`src/rtl/memory_round_ctrl.sv`:
```
// Memory-game round controller: generates a pseudo-random digit sequence, presents it,
// checks the keypad answer and keeps a BCD score until a win or a timer abort.
module memory_round_ctrl #(
    parameter int unsigned SEQ_LEN    = 4,
    parameter int unsigned TARGET     = 10,
    parameter logic [23:0] SHOW_TICKS = 24'd12_500_000
) (
    input  logic       clk,
    input  logic       reset,
    input  logic       start,
    input  logic       key_press,
    input  logic [3:0] key_code,
    input  logic       gameendtimeover,
    output logic [3:0] show_digit,
    output logic       show_en,
    output logic [3:0] score1,
    output logic [3:0] score10,
    output logic       gameendccount,
    output logic [2:0] game_state
);

    localparam int unsigned      IDX_W     = (SEQ_LEN > 1) ? $clog2(SEQ_LEN) : 1;
    localparam logic [IDX_W-1:0] LAST_IDX  = IDX_W'(SEQ_LEN - 1);
    localparam logic [3:0]       TGT_ONES  = 4'(TARGET % 10);
    localparam logic [3:0]       TGT_TENS  = 4'(TARGET / 10);
    localparam logic [23:0]      LAST_TICK = SHOW_TICKS - 24'd1;
    localparam logic [15:0]      LFSR_SEED = 16'hACE1;

    typedef enum logic [2:0] {
        ST_IDLE  = 3'd0,
        ST_GEN   = 3'd1,
        ST_SHOW  = 3'd2,
        ST_INPUT = 3'd3,
        ST_CHECK = 3'd4,
        ST_WIN   = 3'd5,
        ST_OVER  = 3'd6
    } state_t;

    state_t            r_state;
    state_t            w_state_nxt;
    logic [2:0]        r_start_sync;
    logic [2:0]        r_key_sync;
    logic [15:0]       r_lfsr;
    logic [3:0]        r_seq [SEQ_LEN];
    logic [3:0]        w_seq_nxt [SEQ_LEN];
    logic [IDX_W-1:0]  r_idx;
    logic [IDX_W-1:0]  w_idx_nxt;
    logic [IDX_W-1:0]  w_idx_inc;
    logic [23:0]       r_tick;
    logic [23:0]       w_tick_nxt;
    logic              r_miss;
    logic              w_miss_nxt;
    logic [3:0]        r_show_digit;
    logic [3:0]        w_show_digit_nxt;
    logic              r_show_en;
    logic              w_show_en_nxt;
    logic [3:0]        r_score1;
    logic [3:0]        w_score1_nxt;
    logic [3:0]        r_score10;
    logic [3:0]        w_score10_nxt;
    logic              r_win;
    logic              w_win_nxt;

    logic              w_start_edge;
    logic              w_key_edge;
    logic              w_lfsr_fb;
    logic [3:0]        w_digit;
    logic [3:0]        w_inc_ones;
    logic [3:0]        w_inc_tens;
    logic              w_inc_hits_target;

    // Two-flop synchronizers with a third stage kept for rising-edge detection
    always_ff @(posedge clk or negedge reset) begin
        if (!reset) begin
            r_start_sync <= '0;
            r_key_sync   <= '0;
        end else begin
            r_start_sync <= {r_start_sync[1:0], start};
            r_key_sync   <= {r_key_sync[1:0], key_press};
        end
    end

    assign w_start_edge = r_start_sync[1] & ~r_start_sync[2];
    assign w_key_edge   = r_key_sync[1] & ~r_key_sync[2];

    // Free-running LFSR; the digit is its low nibble folded into 0..9
    always_ff @(posedge clk or negedge reset) begin
        if (!reset) begin
            r_lfsr <= LFSR_SEED;
        end else begin
            r_lfsr <= {r_lfsr[14:0], w_lfsr_fb};
        end
    end

    assign w_lfsr_fb = r_lfsr[15] ^ r_lfsr[13] ^ r_lfsr[12] ^ r_lfsr[10];
    assign w_digit   = (r_lfsr[3:0] < 4'd10) ? r_lfsr[3:0] : (r_lfsr[3:0] - 4'd10);

    assign w_idx_inc         = r_idx + IDX_W'(1);
    assign w_inc_ones        = (r_score1 == 4'd9) ? 4'd0 : (r_score1 + 4'd1);
    assign w_inc_tens        = (r_score1 == 4'd9) ? (r_score10 + 4'd1) : r_score10;
    assign w_inc_hits_target = (w_inc_tens == TGT_TENS) && (w_inc_ones == TGT_ONES);

    // State and datapath registers
    always_ff @(posedge clk or negedge reset) begin
        if (!reset) begin
            r_state      <= ST_IDLE;
            r_seq        <= '{default: '0};
            r_idx        <= '0;
            r_tick       <= '0;
            r_miss       <= 1'b0;
            r_show_digit <= 4'd0;
            r_show_en    <= 1'b0;
            r_score1     <= 4'd0;
            r_score10    <= 4'd0;
            r_win        <= 1'b0;
        end else begin
            r_state      <= w_state_nxt;
            r_seq        <= w_seq_nxt;
            r_idx        <= w_idx_nxt;
            r_tick       <= w_tick_nxt;
            r_miss       <= w_miss_nxt;
            r_show_digit <= w_show_digit_nxt;
            r_show_en    <= w_show_en_nxt;
            r_score1     <= w_score1_nxt;
            r_score10    <= w_score10_nxt;
            r_win        <= w_win_nxt;
        end
    end

    // Next-state and next-output logic; display outputs are derived from the next state
    always_comb begin
        w_state_nxt      = r_state;
        w_seq_nxt        = r_seq;
        w_idx_nxt        = r_idx;
        w_tick_nxt       = r_tick;
        w_miss_nxt       = r_miss;
        w_show_digit_nxt = 4'd0;
        w_show_en_nxt    = 1'b0;
        w_score1_nxt     = r_score1;
        w_score10_nxt    = r_score10;
        w_win_nxt        = r_win;

        case (r_state)
            ST_IDLE: begin
                if (w_start_edge) begin
                    w_state_nxt   = ST_GEN;
                    w_idx_nxt     = '0;
                    w_score1_nxt  = 4'd0;
                    w_score10_nxt = 4'd0;
                end
            end

            ST_GEN: begin
                w_seq_nxt[r_idx] = w_digit;
                if (gameendtimeover) begin
                    w_state_nxt = ST_OVER;
                end else if (r_idx == LAST_IDX) begin
                    w_state_nxt      = ST_SHOW;
                    w_idx_nxt        = '0;
                    w_tick_nxt       = '0;
                    w_show_en_nxt    = 1'b1;
                    w_show_digit_nxt = w_seq_nxt[0];
                end else begin
                    w_idx_nxt = w_idx_inc;
                end
            end

            ST_SHOW: begin
                if (gameendtimeover) begin
                    w_state_nxt = ST_OVER;
                end else if (r_tick == LAST_TICK) begin
                    w_tick_nxt = '0;
                    if (r_idx == LAST_IDX) begin
                        w_state_nxt = ST_INPUT;
                        w_idx_nxt   = '0;
                        w_miss_nxt  = 1'b0;
                    end else begin
                        w_idx_nxt        = w_idx_inc;
                        w_show_en_nxt    = 1'b1;
                        w_show_digit_nxt = r_seq[w_idx_inc];
                    end
                end else begin
                    w_tick_nxt       = r_tick + 24'd1;
                    w_show_en_nxt    = 1'b1;
                    w_show_digit_nxt = r_seq[r_idx];
                end
            end

            ST_INPUT: begin
                if (gameendtimeover) begin
                    w_state_nxt = ST_OVER;
                end else if (w_key_edge) begin
                    w_miss_nxt = r_miss | (key_code != r_seq[r_idx]);
                    if (r_idx == LAST_IDX) begin
                        w_state_nxt = ST_CHECK;
                    end else begin
                        w_idx_nxt = w_idx_inc;
                    end
                end
            end

            ST_CHECK: begin
                if (gameendtimeover) begin
                    w_state_nxt = ST_OVER;
                end else begin
                    w_state_nxt = ST_GEN;
                    w_idx_nxt   = '0;
                    if (!r_miss) begin
                        w_score1_nxt  = w_inc_ones;
                        w_score10_nxt = w_inc_tens;
                        if (w_inc_hits_target) begin
                            w_state_nxt = ST_WIN;
                            w_win_nxt   = 1'b1;
                        end
                    end
                end
            end

            ST_WIN, ST_OVER: begin
                w_state_nxt = r_state;
            end

            default: begin
                w_state_nxt = ST_IDLE;
            end
        endcase
    end

    assign show_digit    = r_show_digit;
    assign show_en       = r_show_en;
    assign score1        = r_score1;
    assign score10       = r_score10;
    assign gameendccount = r_win;
    assign game_state    = r_state;

endmodule

```
`config.mk`:
```
export PLATFORM = sky130hd
export DESIGN_NAME = memory_round_ctrl
export DESIGN_NICKNAME = d
export VERILOG_FILES = /design/src/rtl/memory_round_ctrl.sv
export SDC_FILE = /design/constraint.sdc
export NUM_CORES = 1
export LEC_CHECK = 0
export ABC_AREA = 1
export CORE_AREA = 2 2 88 90
export DETAILED_ROUTE_END_ITERATION = 16
export DIE_AREA = 0 0 90 92
export PLACE_DENSITY_LB_ADDON = 0.12
export SETUP_SLACK_MARGIN = 0.3
export SYNTH_ARGS = -nofsm -noshare
export SYNTH_HDL_FRONTEND = slang
export SYNTH_SLANG_ARGS = --single-unit
```
`constraint.sdc`:
```
create_clock -name clk -period 3.75 [get_ports clk]
set_input_delay 0.75 -clock clk [delete_from_list [all_inputs] [get_ports clk]]
set_output_delay 0.75 -clock clk [all_outputs]
set_load 0.01 [all_outputs]
```
==> results of run 1 <==
## through the flow
step,utilization,cell area (sq um),instances,hold WS (ns),setup slack [ns]
after floorplan,-,4280,560,0.331,1.89
after global placement,0.620,4620,681,0.333,1.22
after detailed placement,0.620,4620,681,0.336,1.17
after CTS,0.650,4840,697,0.354,1.36
after global routing,0.650,4840,697,0.364,1.11
final,0.650,4840,697,0.351,1.33
## synthesized netlist by cell type (all sizes together), types with 3 or more instances
cell type | instances | area (sq um)
dfstp | 8 | 210
xor2 | 10 | 87.6
a21oi | 16 | 83.8
dfrtp | 74 | 1850
o211ai | 3 | 22.5
nor3 | 15 | 80.1
nor2 | 67 | 267
xnor2 | 4 | 35.0
nand3b | 4 | 30.0
nand3 | 40 | 200
nand2 | 188 | 728
nand4 | 8 | 56.3
ha | 7 | 87.6
buf | 4 | 28.8
inv | 61 | 229
o22ai | 4 | 25.0
o21ai | 36 | 180
## cells in the final DEF, fill, tap and decap left out, types with 2 or more instances in the layout
| cell type | count |
|---|---|
| xnor2_1 | 4 |
| nand3b_1 | 4 |
| nand2_2 | 3 |
| nand3_1 | 40 |
| o22ai_1 | 4 |
| o211ai_1 | 3 |
| o21ai_0 | 34 |
| inv_1 | 58 |
| nor2_1 | 65 |
| ha_1 | 7 |
| nand2_1 | 183 |
| inv_6 | 3 |
| nand4_1 | 7 |
| nor2_4 | 2 |
| dfrtp_1 | 74 |
| bufinv_16 | 2 |
| nor3_1 | 14 |
| a31oi_1 | 2 |
| xor2_1 | 10 |
| clkbuf_8 | 9 |
| inv_2 | 3 |
| mux2i_1 | 2 |
| nand2_4 | 2 |
| dfstp_2 | 8 |
| clkdlybuf4s50_1 | 24 |
| o21ai_1 | 2 |
| a21oi_1 | 15 |
## layout make-up
class                           count  area, sq um  share of cell area
Inverter                           62          233              0.0481
Clock inverter                      7         98.8              0.0204
Multi-Input combinational cell    410         1950               0.403
Clock buffer                        9          124              0.0256
Timing Repair Buffer               25          248              0.0512
Sequential cell                    82         2060               0.426
Tap cell                          102          128              0.0264
## registers in the layout, summed over array words and instances (netlist names)
register and count:
r_tick 24, r_lfsr 16, r_seq 16, score10 4, score1 4, show_digit 4
game_state 3, r_key_sync 3, r_start_sync 3, r_idx 2, gameendccount 1, r_miss 1
show_en 1
## worst max-delay path, delay by kind of cell, from the launching register on
family                     cells  cell delay (ns)
and+or+nand+nor                2             0.14
DFF                            1             0.68
adders and majority gates      1             0.44
AOI/OAI and AO/OA              3             0.45
buffers and inverters          2             0.59
## power breakdown
part	internal, uW	switching (uW)
combinational	257	507
clock	381	342
sequential	970	119
total	1610	968
## per-layer routing
| layer | wire length (um) | global-route usage | vias to the layer above |
|---|---|---|---|
| met5 | 0 | 0 | - |
| met4 | 114 | 0.0718 | 0 |
| met3 | 290 | 0.0592 | 11 |
| met2 | 4570 | 0.414 | 70 |
| met1 | 4370 | 0.333 | 1721 |
| li1 | - | - | 1855 |
## kinds of logic (layout without fill, tap and decap cells)
kind of cell	after synthesis	in the layout	synth area share
fa+ha+maj	7	7	0.0205
xor+xnor	14	14	0.0286
buf+inv	68	103	0.0628
compound gates	65	65	0.0836
flops	82	82	0.482
mux	2	2	0.00468
simple gates	322	322	0.318
## final timing paths
kind	start	to	cells past startpoint
worst min register to register	r_key_sync[0]	r_key_sync[1]	0
min in group asynchronous	reset	r_seq[5]	1
worst min-delay path	r_key_sync[0]	r_key_sync[1]	0
max in group asynchronous	reset	r_seq[11]	1
worst max-delay path	r_idx[0]	show_digit[0]	8
worst max register to register	r_idx[0]	show_digit[0]	8
==> run metrics, run 1 <==
status complete, no violations; FMAX 413 MHz; worst clock skew 0.00927 ns; Max Cap Viol 0; initial antenna violation count 0; Tot Pwr 2580 uW; TNS Setup 0 ns; number of I/O pins 26; Crit Path Max Fanout 23; number of library cell types mapped by synthesis 35; clk slew on worst S/H paths approximately 0.090 ns; register bit count reported by yosys 82; Setup Viol. Count Final 0; Die Ht about 92 um; Die ar. 8280 sq um; First-pass DRT Iterations 4; TritonCTS clock tree built; top_reg_cell synth dfrtp_1; Tcrit/Tclk final 0.646; GRT Util Overall 0.251; Crit path arrival time 2.66 ns; CORE AREA between 7000 and 8000 sq um; Final Slew Violations 0; Port Buf Inserts 25; vias in the first global route between 3000 and 4000; # clock sinks ~80; Final Hold Fails 0; number of flops mapped to enable cells by yosys 0; first-pass GRT wire length 16800 um; diode count 0; layout cells sized above 1 0.0655; Max Root-Sink Buffers 2; fin crit period between 2 and 2.5 ns; Hold-fix buffers, CTS 0; Avg WL per Cell 13.4 um; Vias ~3700; H-tree levels 3; CTS root buffer clkbuf_8; register area share after synthesis 0.482; post-CTS resize count 0; Avg Synthesized Cell Area 7.64 sq um; Net Count, Synth approximately 580; Critical Path Max Stage Delay slightly below 0.7 ns; initial cell density of the core 0.575; crit path cell chain inv_1 > ha_1 > inv_1 > a21oi_1 > a21oi_1 > nand2_1 > nand2_1 > o21ai_0; Mapped Area approximately 4300 sq um; RD Place Congestion 0.916; CP startpoint kind register; Syn Inst Count 560; maximum vdd drop roughly 0.25 mV; DRT iter0 DRCs approximately 240; CP max-delay cell dfrtp_1; Worst Tran Pin Value a little over 1 ns; RSZ-0062 raised after global routing false; cell area power density roughly 530 nW/um^2; worst endpoint required time 3.99 ns; Die Wd ~90 um; slew margin rel. 0.307; P_leak approximately 0.0023 uW; clk_lat worst skew 0.35 ns; Final nets roughly 600; Post-CTS Setup Repair Bufs 0; synthesis warning total 0; class of the worst hold path register to register; crit end category register; Post-DRT Antenna Nets 0; async set-reset flop share out of synthesis 1.00; largest net degree at the start of global routing just over 80; R2R setup slack roughly 1.3 ns; gr ovfl total 0; DRC 0; hpwl dp 6790 um; routed vias/inst between 5 and 6; total CTS buffers 9; Site Rows 32; FILL cells around 690; Layout Area Growth over Synthesis 13.1%; Routed WL just over 9000 um; crit path kind register to register
(Power assumes the default switching activity.)
==> run 2: changes to the inputs <==
- CORE_AREA: 2 2 88 90 -> 2 2 93 95
- DIE_AREA: 0 0 90 92 -> 0 0 95 97
- clock period: 3.75 -> 2.16 ns (I/O delays scaled with it)
==> run 2 against run 1 <==
Non-clock buffer count is 19 higher; sequential share of layout area fell by 1.4 points; die area is 11% higher; critical path depth is 7 lower; setup slack worse by 0.98 ns; core utilization fell by 3.3 points; via count increased by 2.6%; critical endpoint is now score10[0]; largest power group unchanged; power rose by 75%; sequential cell count unchanged; highest routed layer unchanged; final cell count is 3.2% higher; register-to-register slack worse by 0.90 ns.
==> run metrics, run 2 (same netlist as run 1, synthesis figures left out) <==
status complete, no violations; Final Hold Fails 0; Storage cell area between 2000 and 2500 sq um; worst clock skew slightly below 0.01 ns; R2R Path Start r_tick[0]; routed vias/inst roughly 5.2; Tot Pwr roughly 4500 uW; crit path kind register to output port; number of I/O pins 26; crit path cell chain clkdlybuf4s50_1; hpwl dp between 7000 and 8000 um; total CTS buffers 9; # clock sinks 82; met2 WL 4620 um; clk_lat worst skew 0.37 ns; P_leak approximately 0.0024 uW; DRT iter0 DRCs ~190; worst endpoint required time roughly 1.7 ns; setup slack after layout 0.346 ns; fin crit period ~1.8 ns; Largest delay share family, worst path buffers and inverters; Hold Path End r_start_sync[1]; Final nets 625; CP startpoint kind register; Worst Tran Pin Value around 0.58 ns; RD Place Congestion about 0.89; GRT Util Overall 0.224; Crit path arrival time around 1.4 ns; FILL cells roughly 730; metal3 WL roughly 320 um; Vias between 3000 and 4000; commonest non-fill, non-tap cell in the layout nand2_1; Max Root-Sink Buffers 2; maximum vdd drop ~0.41 mV; CORE AREA ~8100 sq um; cell area power density roughly 900 nW/um^2; slew margin rel. 0.612; multi-input logic area just under 2000 sq um; Crit Path Max Fanout 6; DRC 0; Final Slew Violations 0; fraction of power spent switching nets 0.399; Die Wd 95 um; initial antenna violation count 0; Logic pwr share 0.346; CP max-delay cell clkdlybuf4s50_1; Setup Viol. Count Final 0; H-tree levels 3; Clock Power Share 0.243; hold path depth 0; Die Ht a little under 100 um; largest registers r_tick x24, r_lfsr x16, r_seq x16; vias in the first global route about 3600; R2R setup slack ~0.43 ns; Post-DRT Antenna Nets 0; Port Buf Inserts 25; Largest register FFs 24; Biggest register r_tick; share of power burned in registers 0.411; First-pass DRT Iterations 7; dpl ws 0.0949 ns; Routed WL between 9000 and 10000 um; Max Cap Viol 0; Psw 1800 uW; TritonCTS clock tree built; RR Endpoint show_digit[2]; Worst R2R Path Depth 9; class of the worst hold path register to register; first-pass GRT wire length 16400 um; Layout Area Growth over Synthesis 17.3%; Tcrit/Tclk final 0.840; WP buf/inv 1; hold path start r_start_sync[0]; gr ovfl total 0; Metal-1 WL 4460 um; Int Pwr 2720 uW; leading cell types in the layout, fill and taps excluded nand2_1, dfrtp_1, nor2_1; Critical Path Max Stage Delay ~0.57 ns; CTS root buffer clkbuf_8; Site Rows 33; crit end category output port; RSZ-0062 raised after global routing false; Avg WL per Cell between 10 and 15 um; layout cells sized above 1 0.114; FMAX ~550 MHz; diode count 0; Die ar. roughly 9200 sq um; clk slew on worst S/H paths approximately 0.090 ns; largest net degree at the start of global routing between 40 and 50; initial cell density of the core 0.526; TNS Setup 0 ns; post-layout util 0.617; max layer used met4
==> run 2: cell types whose count changed in the layout (fill, tap and decap cells not counted), sizes merged <==
| cell | delta |
|---|---|
| dlygate4sd3 | +1 |
| inv | +2 |
| buf | +18 |
| bufinv | -2 |
==> run 2: final cells by class <==
| type | instances | share of cell area |
|---|---|---|
| Sequential cell | 82 | 0.412 |
| Multi-Input combinational cell | 410 | 0.395 |
| Timing Repair Buffer | 44 | 0.0815 |
| Inverter | 62 | 0.0473 |
| Tap cell | 105 | 0.0262 |
| Clock buffer | 9 | 0.0247 |
| Clock inverter | 7 | 0.0135 |
==> run 2: through the flow <==
stage / hold WS, ns / area [sq um] / instances
after detailed placement: 0.320 / 4750 / 699
after global placement: 0.313 / 4750 / 699
after CTS: 0.359 / 4970 / 718
after floorplan: 0.136 / 4280 / 560
after global routing: 0.371 / 5020 / 719
final: 0.356 / 5020 / 719
==> run 2: power groups by stage <==
stage          Clock [uW]  Combinational (uW)  Sequential [uW]
6_report             1100                1560             1850
5_1_grt              1190                1780             1880
4_1_cts              1130                1510             1850
3_5_place_dp            0                1470             1880
3_3_place_gp            0                1440             1880
2_1_floorplan           0                 971             1860
==> run 2: worst max path at each step <==
| stage | startpoint | to | slack [ns] | depth (start not counted) |
|---|---|---|---|---|
| after global routing | game_state[0] | score10[1] | 0.31 | 8 |
| after global placement | gameendtimeover | r_tick[2] | 0.18 | 7 |
| final | score10[0] | score10[0] | 0.35 | 1 |
| after floorplan | r_idx[0] | show_digit[0] | 0.30 | 10 |
| after detailed placement | gameendtimeover | r_tick[2] | 0.09 | 7 |
| after CTS | game_state[0] | game_state[0] | 0.32 | 1 |
==> run 2: repair_timing <==
action / CTS / global route
setup buffers: 2 / 1
resized for setup: 5 / 13
cloned: 0 / 0
hold endpoints to repair: 15 / 0
hold buffers: 1 / 0
endpoints found under the setup margin: 21 / 31
==> run 2: routing by layer <==
layer	vias to the layer above	track usage
li1	1892	-
met1	1770	0.301
met2	75	0.367
met3	15	0.0319
met4	0	0.0814
met5	-	0
